==> src/rtl/tmma_dispatch.sv <==
// tmma issue-channel receiver: queues issued instructions, then per instruction
// pulses MAC start, streams per-row operand reads, counts responses and returns a token.
`ifndef TINST_TYPE_WIDTH
`define TINST_TYPE_WIDTH 4
`endif
`ifndef TLOAD_DATAW_WIDTH
`define TLOAD_DATAW_WIDTH 2
`endif
`ifndef ADDR_WIDTH
`define ADDR_WIDTH 32
`endif
`ifndef TMMA_PRECISION_WIDTH
`define TMMA_PRECISION_WIDTH 2
`endif

module tmma_dispatch #(
    parameter int DEPTH      = 2,
    parameter int ROWS       = 16,
    parameter int ROW_STRIDE = 64,
    parameter int ROW_W      = 4
) (
    input  logic                             clk,
    input  logic                             rst,
    input  logic                             issue_tmma_valid_i,
    output logic                             issue_tmma_ready_o,
    input  logic [`TINST_TYPE_WIDTH-1:0]     issue_tmma_type_i,
    input  logic [`TLOAD_DATAW_WIDTH-1:0]    issue_tmma_data_width_i,
    input  logic [`ADDR_WIDTH-1:0]           issue_tmma_addr0_i,
    input  logic [`ADDR_WIDTH-1:0]           issue_tmma_addr1_i,
    input  logic [`TMMA_PRECISION_WIDTH-1:0] issue_tmma_precision_i,
    input  logic                             issue_tmma_acc_i,
    output logic                             mac_start_o,
    output logic [`TMMA_PRECISION_WIDTH-1:0] mac_precision_o,
    output logic [`TLOAD_DATAW_WIDTH-1:0]    mac_data_width_o,
    output logic                             mac_acc_o,
    output logic                             rd_req_valid_o,
    input  logic                             rd_req_ready_i,
    output logic [`ADDR_WIDTH-1:0]           rd_req_addr0_o,
    output logic [`ADDR_WIDTH-1:0]           rd_req_addr1_o,
    output logic [ROW_W-1:0]                 rd_req_row_o,
    output logic                             rd_req_last_o,
    input  logic                             rd_resp_valid_i,
    output logic                             done_valid_o,
    input  logic                             done_ready_i,
    output logic [`TINST_TYPE_WIDTH-1:0]     done_type_o,
    output logic                             busy_o
);
    // state | meaning
    // IDLE  | waiting for a queued instruction; pops the FIFO head when one exists
    // START | one-cycle MAC start pulse; row and response counters cleared
    // ISSUE | streaming row read requests
    // WAIT  | all rows requested, collecting outstanding responses
    // DONE  | completion token offered until accepted
    localparam logic [2:0] S_IDLE  = 3'd0;
    localparam logic [2:0] S_START = 3'd1;
    localparam logic [2:0] S_ISSUE = 3'd2;
    localparam logic [2:0] S_WAIT  = 3'd3;
    localparam logic [2:0] S_DONE  = 3'd4;

    localparam int TW      = `TINST_TYPE_WIDTH;
    localparam int DW      = `TLOAD_DATAW_WIDTH;
    localparam int AW      = `ADDR_WIDTH;
    localparam int PW      = `TMMA_PRECISION_WIDTH;
    localparam int ENTRY_W = TW + DW + 2 * AW + PW + 1;
    localparam int PTR_W   = (DEPTH > 1) ? $clog2(DEPTH) : 1;
    localparam int CNT_W   = PTR_W + 1;
    localparam int RCW     = ROW_W + 1;

    localparam logic [ROW_W-1:0] ROW_LAST  = ROW_W'(ROWS - 1);
    localparam logic [RCW-1:0]   RESP_FULL = RCW'(ROWS);
    localparam logic [AW-1:0]    STRIDE    = AW'(ROW_STRIDE);

    logic [ENTRY_W-1:0] fifo_mem [DEPTH];
    logic [PTR_W-1:0]   wr_ptr;
    logic [PTR_W-1:0]   rd_ptr;
    logic [CNT_W-1:0]   fifo_cnt;
    logic [CNT_W-1:0]   fifo_cnt_nxt;
    logic               issue_ready_q;
    logic               fifo_empty;
    logic               push;
    logic               pop;
    logic [ENTRY_W-1:0] push_entry;
    logic [ENTRY_W-1:0] head_entry;

    logic [2:0]         state;
    logic [ROW_W-1:0]   row;
    logic [RCW-1:0]     resp_cnt;
    logic [RCW-1:0]     resp_cnt_nxt;
    logic               resp_hit;
    logic               req_last;
    logic [AW-1:0]      row_off;

    logic [TW-1:0]      type_q;
    logic [DW-1:0]      dw_q;
    logic [AW-1:0]      base0_q;
    logic [AW-1:0]      base1_q;
    logic [PW-1:0]      prec_q;
    logic               acc_q;

    assign fifo_empty = (fifo_cnt == '0);
    assign push       = issue_tmma_valid_i & issue_ready_q;
    assign pop        = (state == S_IDLE) & ~fifo_empty;
    assign push_entry = {issue_tmma_type_i, issue_tmma_data_width_i, issue_tmma_addr0_i,
                         issue_tmma_addr1_i, issue_tmma_precision_i, issue_tmma_acc_i};
    assign head_entry = fifo_mem[rd_ptr];

    always_comb begin
        fifo_cnt_nxt = fifo_cnt;
        if (push && !pop) begin
            fifo_cnt_nxt = fifo_cnt + 1'b1;
        end else if (pop && !push) begin
            fifo_cnt_nxt = fifo_cnt - 1'b1;
        end
    end

    // Ready is a registered !full, so a pop never frees a slot in the same cycle.
    always_ff @(posedge clk) begin
        if (rst) begin
            wr_ptr        <= '0;
            rd_ptr        <= '0;
            fifo_cnt      <= '0;
            issue_ready_q <= 1'b1;
            for (int i = 0; i < DEPTH; i++) begin
                fifo_mem[i] <= '0;
            end
        end else begin
            if (push) begin
                fifo_mem[wr_ptr] <= push_entry;
                wr_ptr           <= wr_ptr + 1'b1;
            end
            if (pop) begin
                rd_ptr <= rd_ptr + 1'b1;
            end
            fifo_cnt      <= fifo_cnt_nxt;
            issue_ready_q <= (fifo_cnt_nxt != CNT_W'(DEPTH));
        end
    end

    assign req_last     = (row == ROW_LAST);
    assign resp_hit     = rd_resp_valid_i & ((state == S_ISSUE) | (state == S_WAIT))
                          & (resp_cnt != RESP_FULL);
    assign resp_cnt_nxt = resp_cnt + RCW'(resp_hit);
    assign row_off      = AW'(row) * STRIDE;

    always_ff @(posedge clk) begin
        if (rst) begin
            state    <= S_IDLE;
            row      <= '0;
            resp_cnt <= '0;
            type_q   <= '0;
            dw_q     <= '0;
            base0_q  <= '0;
            base1_q  <= '0;
            prec_q   <= '0;
            acc_q    <= '0;
        end else begin
            if (resp_hit) begin
                resp_cnt <= resp_cnt_nxt;
            end
            case (state)
                S_IDLE: begin
                    if (pop) begin
                        {type_q, dw_q, base0_q, base1_q, prec_q, acc_q} <= head_entry;
                        state <= S_START;
                    end
                end
                S_START: begin
                    row      <= '0;
                    resp_cnt <= '0;
                    state    <= S_ISSUE;
                end
                S_ISSUE: begin
                    if (rd_req_ready_i) begin
                        row <= row + 1'b1;
                        if (req_last) begin
                            state <= S_WAIT;
                        end
                    end
                end
                S_WAIT: begin
                    if (resp_cnt_nxt == RESP_FULL) begin
                        state <= S_DONE;
                    end
                end
                S_DONE: begin
                    if (done_ready_i) begin
                        state <= S_IDLE;
                    end
                end
                default: state <= S_IDLE;
            endcase
        end
    end

    assign issue_tmma_ready_o = issue_ready_q;
    assign mac_start_o        = (state == S_START);
    assign mac_precision_o    = prec_q;
    assign mac_data_width_o   = dw_q;
    assign mac_acc_o          = acc_q;
    assign rd_req_valid_o     = (state == S_ISSUE);
    assign rd_req_addr0_o     = base0_q + row_off;
    assign rd_req_addr1_o     = base1_q + row_off;
    assign rd_req_row_o       = row;
    assign rd_req_last_o      = (state == S_ISSUE) & req_last;
    assign done_valid_o       = (state == S_DONE);
    assign done_type_o        = type_q;
    assign busy_o             = (state != S_IDLE) | ~fifo_empty;

endmodule
==> config.mk <==
export PLATFORM = sky130hd
export DESIGN_NAME = tmma_dispatch
export DESIGN_NICKNAME = d
export VERILOG_FILES = /design/src/rtl/tmma_dispatch.sv
export SDC_FILE = /design/constraint.sdc
export NUM_CORES = 1
export LEC_CHECK = 0
export CAP_MARGIN = 20
export CORE_UTILIZATION = 45
export DETAILED_ROUTE_END_ITERATION = 7
export PLACE_DENSITY = 0.75
export SETUP_SLACK_MARGIN = 0.2
export SLEW_MARGIN = 20
export SYNTH_ARGS = -nofsm -noshare
export SYNTH_HDL_FRONTEND = slang
export SYNTH_SLANG_ARGS = --single-unit
export TNS_END_PERCENT = 1
==> constraint.sdc <==
create_clock -name clk -period 6.8 [get_ports clk]
set_input_delay 2.04 -clock clk [delete_from_list [all_inputs] [get_ports clk]]
set_output_delay 2.04 -clock clk [all_outputs]
set_load 0.01 [all_outputs]
# ---- Word-level counts from Yosys, hierarchy flattened
# Memory sizes are Yosys's and may differ from the RTL's. A register that Yosys moved wholly into a read port is not among the register bits.
# Cells that the tools add are included.
dict set report word_totals {
  ff_bits 17
  inputBits 79
  n_memories 1
  mem_bits_rw 146
  wordCells 68
}
dict set report op_classes {
  n_eq_ne 13
  bitwise_logic 8
  reduce_logical 13
  mux 18
  add_sub_neg 8
}
# name depth width read_ports rd_ports_with_merged_regs wr line
set mem_list {}
lappend mem_list {fifo_mem 2 73 1 1 2 73} ;# logic [ENTRY_W-1:0] fifo_mem [DEPTH];
# operator n
set ops {}
lappend ops {{two-way mux 73 bit} 1}
lappend ops {{OR reduction 73 bit} 1}
lappend ops {{adder 32 x 10 -> 32 bit} 2}
lappend ops {{two-way mux 3 bit} 5}
lappend ops {{case mux 3 bit (5 select lines)} 1}
lappend ops {{inequality test 2 x 1 -> 1 bit, second input constant} 4}
lappend ops {{case mux 4 bit (2 select lines)} 1}
lappend ops {{two-way mux 1 bit} 7}
lappend ops {{== test 3 x 2 -> 1 bit, second input constant} 2}
lappend ops {{adder 5 x 1 -> 5 bit} 1}
lappend ops {{bitwise AND 1 bit} 5}
lappend ops {{== test 5 bit, second input constant} 1}
lappend ops {{inequality test 5 bit, second input constant} 1}
lappend ops {{AND reduction 5 bit} 1}
lappend ops {{adder 4 x 1 -> 4 bit, second input constant} 1}
lappend ops {{== test 4 bit, second input constant} 1}
lappend ops {{two-way mux 2 bit} 2}
lappend ops {{two-way mux 4 bit} 1}
lappend ops {{inequality test 2 bit, second input constant} 2}
lappend ops {{AND reduction 2 bit} 2}
lappend ops {{== test 3 x 1 -> 1 bit, second input constant} 1}
lappend ops {{== test 3 bit, second input constant} 1}
lappend ops {{logical NOT 3 bit} 1}
lappend ops {{nonzero test 3 bit} 1}
lappend ops {{10 further kinds} 14}

# ---- Depth between registers and ports, before layout
dict set report depth {
  ltp_word 8
  depth_mapped 10
  ltp_nobuf 9
}

# ---- Least setup slack after synthesis
# Ideal clock, no wire load.
dict set report synth_path {
  path_type {input to register}
  startpoint {input port issue_tmma_valid_i}
  endpoint {memory fifo_mem[0][0] (netlist bit) (enable)}
  setup_time_ns 0.519
  required_ns 6.281
  path_slack_ns 0.693
  stages 2
  arrival_time_ns 5.587
  cell_sequence {nand2_1 > o21bai_1}
}
# item line
set synth_lines {}
lappend synth_lines {{start: declaration} 24} ;# input logic issue_tmma_valid_i,
lappend synth_lines {{end: declaration} 73}

# ---- Final worst setup path
dict set report layout_path {
  startpoint {register row[0], in the netlist rd_req_row_o[0]}
  endpoint {output port rd_req_addr1_o[28]}
}
dict set report layout_between {
  elab_chain_len 1
}
# item line
set layout_rtl {}
lappend layout_rtl {{start: declaration} 86} ;# logic [ROW_W-1:0] row;
lappend layout_rtl {{start signal: assignment} 174} ;# row <= row + 1'b1;
lappend layout_rtl {{adder 32 x 10 -> 32 bit} 202} ;# assign rd_req_addr1_o = base1_q + row_off;
lappend layout_rtl {{end: declaration} 39} ;# output logic [`ADDR_WIDTH-1:0] rd_req_addr1_o,
# Every way passes these cells.

==> impl_metrics.json <==
{
  "drv_slew": 0,
  "tns_ps": 0,
  "io_buffers": 161,
  "p_leak_nw": 4.80,
  "synth-seq-cells": 236,
  "place_ws_ps": 1980,
  "drtAntennaViolNets": 0,
  "pwr-share-seq": 0.420,
  "final_cell_mix": "clkdlybuf4s50_1, and2_1, edfxtp_1",
  "cp_data_arrival_time_ps": 3330,
  "ctsResizeCount": 0,
  "fp.dieH_um": 156,
  "pwr-share-comb": 0.286,
  "relSlewSlack": 0.421,
  "grt_pass1_vias": 6867,
  "syn_avg_cell_area_um2": 11.7,
  "placementRows": 55,
  "drc_errors": 0,
  "drt_wl_total_mm": 22.2,
  "netlist_instances": 911,
  "skew_ps": 13.5,
  "vias": 7067,
  "cts_root_buffer": "clkbuf_16",
  "antenna_found_initial": 3,
  "p_int_mw": 3.34,
  "syn_nets": 1004,
  "yosys_most_used_dff": "edfxtp_1",
  "wl_per_cell_um": 16.1,
  "post_cts_buffers": 0,
  "start_util": 0.464,
  "syn_to_final_growth_pct": 25.3,
  "drtPass1Iterations": 4,
  "drtIter0Drc": 340,
  "place.gp.congestion": 0.803,
  "cp_slowest_cell": "clkdlybuf4s50_1",
  "status": "finished, final reports clean",
  "grt_max_degree": 82,
  "setup_viol": 0,
  "cp_data_required_time_ps": 4760,
  "switching_share": 0.305,
  "maxCapViolations": 0,
  "rsz0062_at_grt": "false",
  "synth-async-reset-ratio": 0,
  "endpoint_kind": "output pin",
  "cp-start-kind": "flip-flop",
  "crit_path_max_incr_delay_ps": 550,
  "cts_buffers": 26,
  "cts.clk_slew.worst_paths_ps": 60,
  "period_needed_ps": 5370,
  "met1_length_mm": 9.50,
  "yosysUniqueCellTypes": 54,
  "highest_layer": "met4",
  "fp.coreArea_mm2": 0.0229,
  "final_nets": 1136,
  "fmax_ghz": 0.186,
  "power_frac_clock": 0.294,
  "synth_area_leaders": "edfxtp_1, dfxtp_1, and2_1, mux2i_1, a211oi_1",
  "htreeDepth": 1,
  "p_per_area_mw_per_mm2": 360,
  "critPathMaxFanout": 6,
  "synth_edf_count": 146,
  "critical-path-top-delay-family": "adder cells",
  "worst_slack_ps": 1430,
  "wl_met3_mm": 1.01,
  "ys_warn_count": 0,
  "die_x_um": 156,
  "path_buf_inv": 2,
  "wl_met2_mm": 11.1,
  "fill_cells": 1876,
  "via_per_inst": 5.12,
  "grt_use_total": 0.185,
  "ir_worst_vdd_uv": 222,
  "yosysTopAreaCell": "edfxtp_1",
  "yosysSeqAreaShare": 0.581,
  "cts_buffer_depth": 3,
  "dpl.hpwl_mm": 14.2,
  "io_pins": 162,
  "die_area_mm2": 0.0243,
  "critPathKind": "flip-flop to output pin",
  "worst_pin_slew_ps": 865,
  "fin_crit_sh": 0.790,
  "synthesis.area_mm2": 0.0106,
  "grt_pass1_wl_mm": 35.3,
  "yosys.area.top_type_share": 0.412,
  "p_sw_mw": 1.46,
  "drive_gt1_frac": 0.0583,
  "cts_hold_buf": 0,
  "hold_violations": 0,
  "grt.overflow.total": 0,
  "path_cells": "ha_1 > inv_1 > fa_1 > and2b_2 > o21ai_2 > a2111oi_4 > nand4_1 > xnor2_1 > clkdlybuf4s50_1",
  "cts_sinks": 236,
  "cts_tree": "yes",
  "clk_latency_ps": 520,
  "hold_path.class": "flip-flop to flip-flop",
  "final_common_cell": "clkdlybuf4s50_1"
}
metrics by stage:
stage / cells / hold slack, ps / cell area [um^2] / utilization / power, mW
3_5_place_dp: 1327 / 468 / 12400 / 0.542 / 3.43
6_report: 1380 / 477 / 13300 / 0.582 / 4.81
3_3_place_gp: 1326 / 453 / 12400 / 0.541 / 3.39
5_1_grt: 1378 / 519 / 13300 / 0.582 / 5.07
2_1_floorplan: 911 / 444 / 10600 / - / 2.93
4_1_cts: 1375 / 476 / 13300 / 0.580 / 4.85
path summary, 6_finish.rpt:
check / start / end / slack (ps) / cells past startpoint
hold reg to reg: fifo_cnt[1] / fifo_cnt[1] / 480 / 2
hold / removal: fifo_cnt[1] / fifo_cnt[1] / 480 / 2
setup / recovery: rd_req_row_o[0] / rd_req_addr1_o[28] / 1430 / 9
setup reg to reg: fifo_cnt[0] / issue_tmma_ready_o / 4000 / 8
logic make-up after synthesis:
| kind of cell | Yosys count | synth area share |
|---|---|---|
| and+or+nand+nor | 347 | 0.176 |
| DFF | 236 | 0.581 |
| AOI/OAI and AO/OA | 103 | 0.0723 |
| buffers and inverters | 81 | 0.0359 |
| muxes | 77 | 0.0726 |
| xor gates and xnor gates | 53 | 0.0436 |
| adders and majority gates | 14 | 0.0179 |
sequential cells by signal, indices dropped and copies added (netlist names):
register / count
resp_cnt: 5
done_type_o: 4
mac_precision_o: 2
rd_req_row_o: 4
base1_q: 32
mac_data_width_o: 2
wr_ptr: 1
mac_acc_o: 1
fifo_mem: 146
fifo_cnt: 2
rd_ptr: 1
state: 3
issue_tmma_ready_o: 1
base0_q: 32
synth_stat cells (2+ instances only):
master	n
nand2b_1	2
nor4_1	3
o21a_1	2
buf_4	13
fa_1	2
and4_1	4
nor3_1	5
nand2_1	23
buf_2	17
and3_1	4
and2_1	149
inv_1	14
nand4_1	15
nand3_1	17
o32a_1	2
a211oi_1	74
o21ai_1	2
mux2i_1	76
clkbuf_1	34
xor2_1	18
or2_2	3
xnor2_1	35
o21ai_0	3
nor3b_1	3
dfxtp_1	90
nor2b_1	3
buf_1	2
o31a_1	2
nor2_1	105
ha_1	12
edfxtp_1	146
a21oi_1	9
routing by layer:
metal  GRT usage  up-vias
met5           0        -
met4      0.0658        0
met3      0.0328       50
met2       0.323      165
met1       0.228     3342
li1            -     3510
final cells by class:
type / count / area (um^2) / area share
inverter: 14 / 52.6 / 0.00394
multi-input combinational: 594 / 4100 / 0.307
timing repair buffer: 171 / 1720 / 0.129
clock buffer: 39 / 751 / 0.0563
antenna: 4 / 10.0 / 0.000751
tap: 313 / 392 / 0.0294
clock inverter: 9 / 118 / 0.00882
sequential: 236 / 6190 / 0.464
worst min-delay path, stage by stage, from the launching register on:
cell and delay, ps:
dfxtp_1 310, nand3_1 60, a21oi_1 50
power by group through the flow:
stage / Sequential [mW] / Clock (mW) / Combinational [mW]
after floorplan: 1.97 / 0 / 0.963
after global placement: 2.04 / 0 / 1.35
after detailed placement: 2.05 / 0 / 1.38
after CTS: 2.02 / 1.44 / 1.39
after global routing: 2.06 / 1.49 / 1.52
final: 2.02 / 1.41 / 1.38
Power figures use the tool's default switching activity.
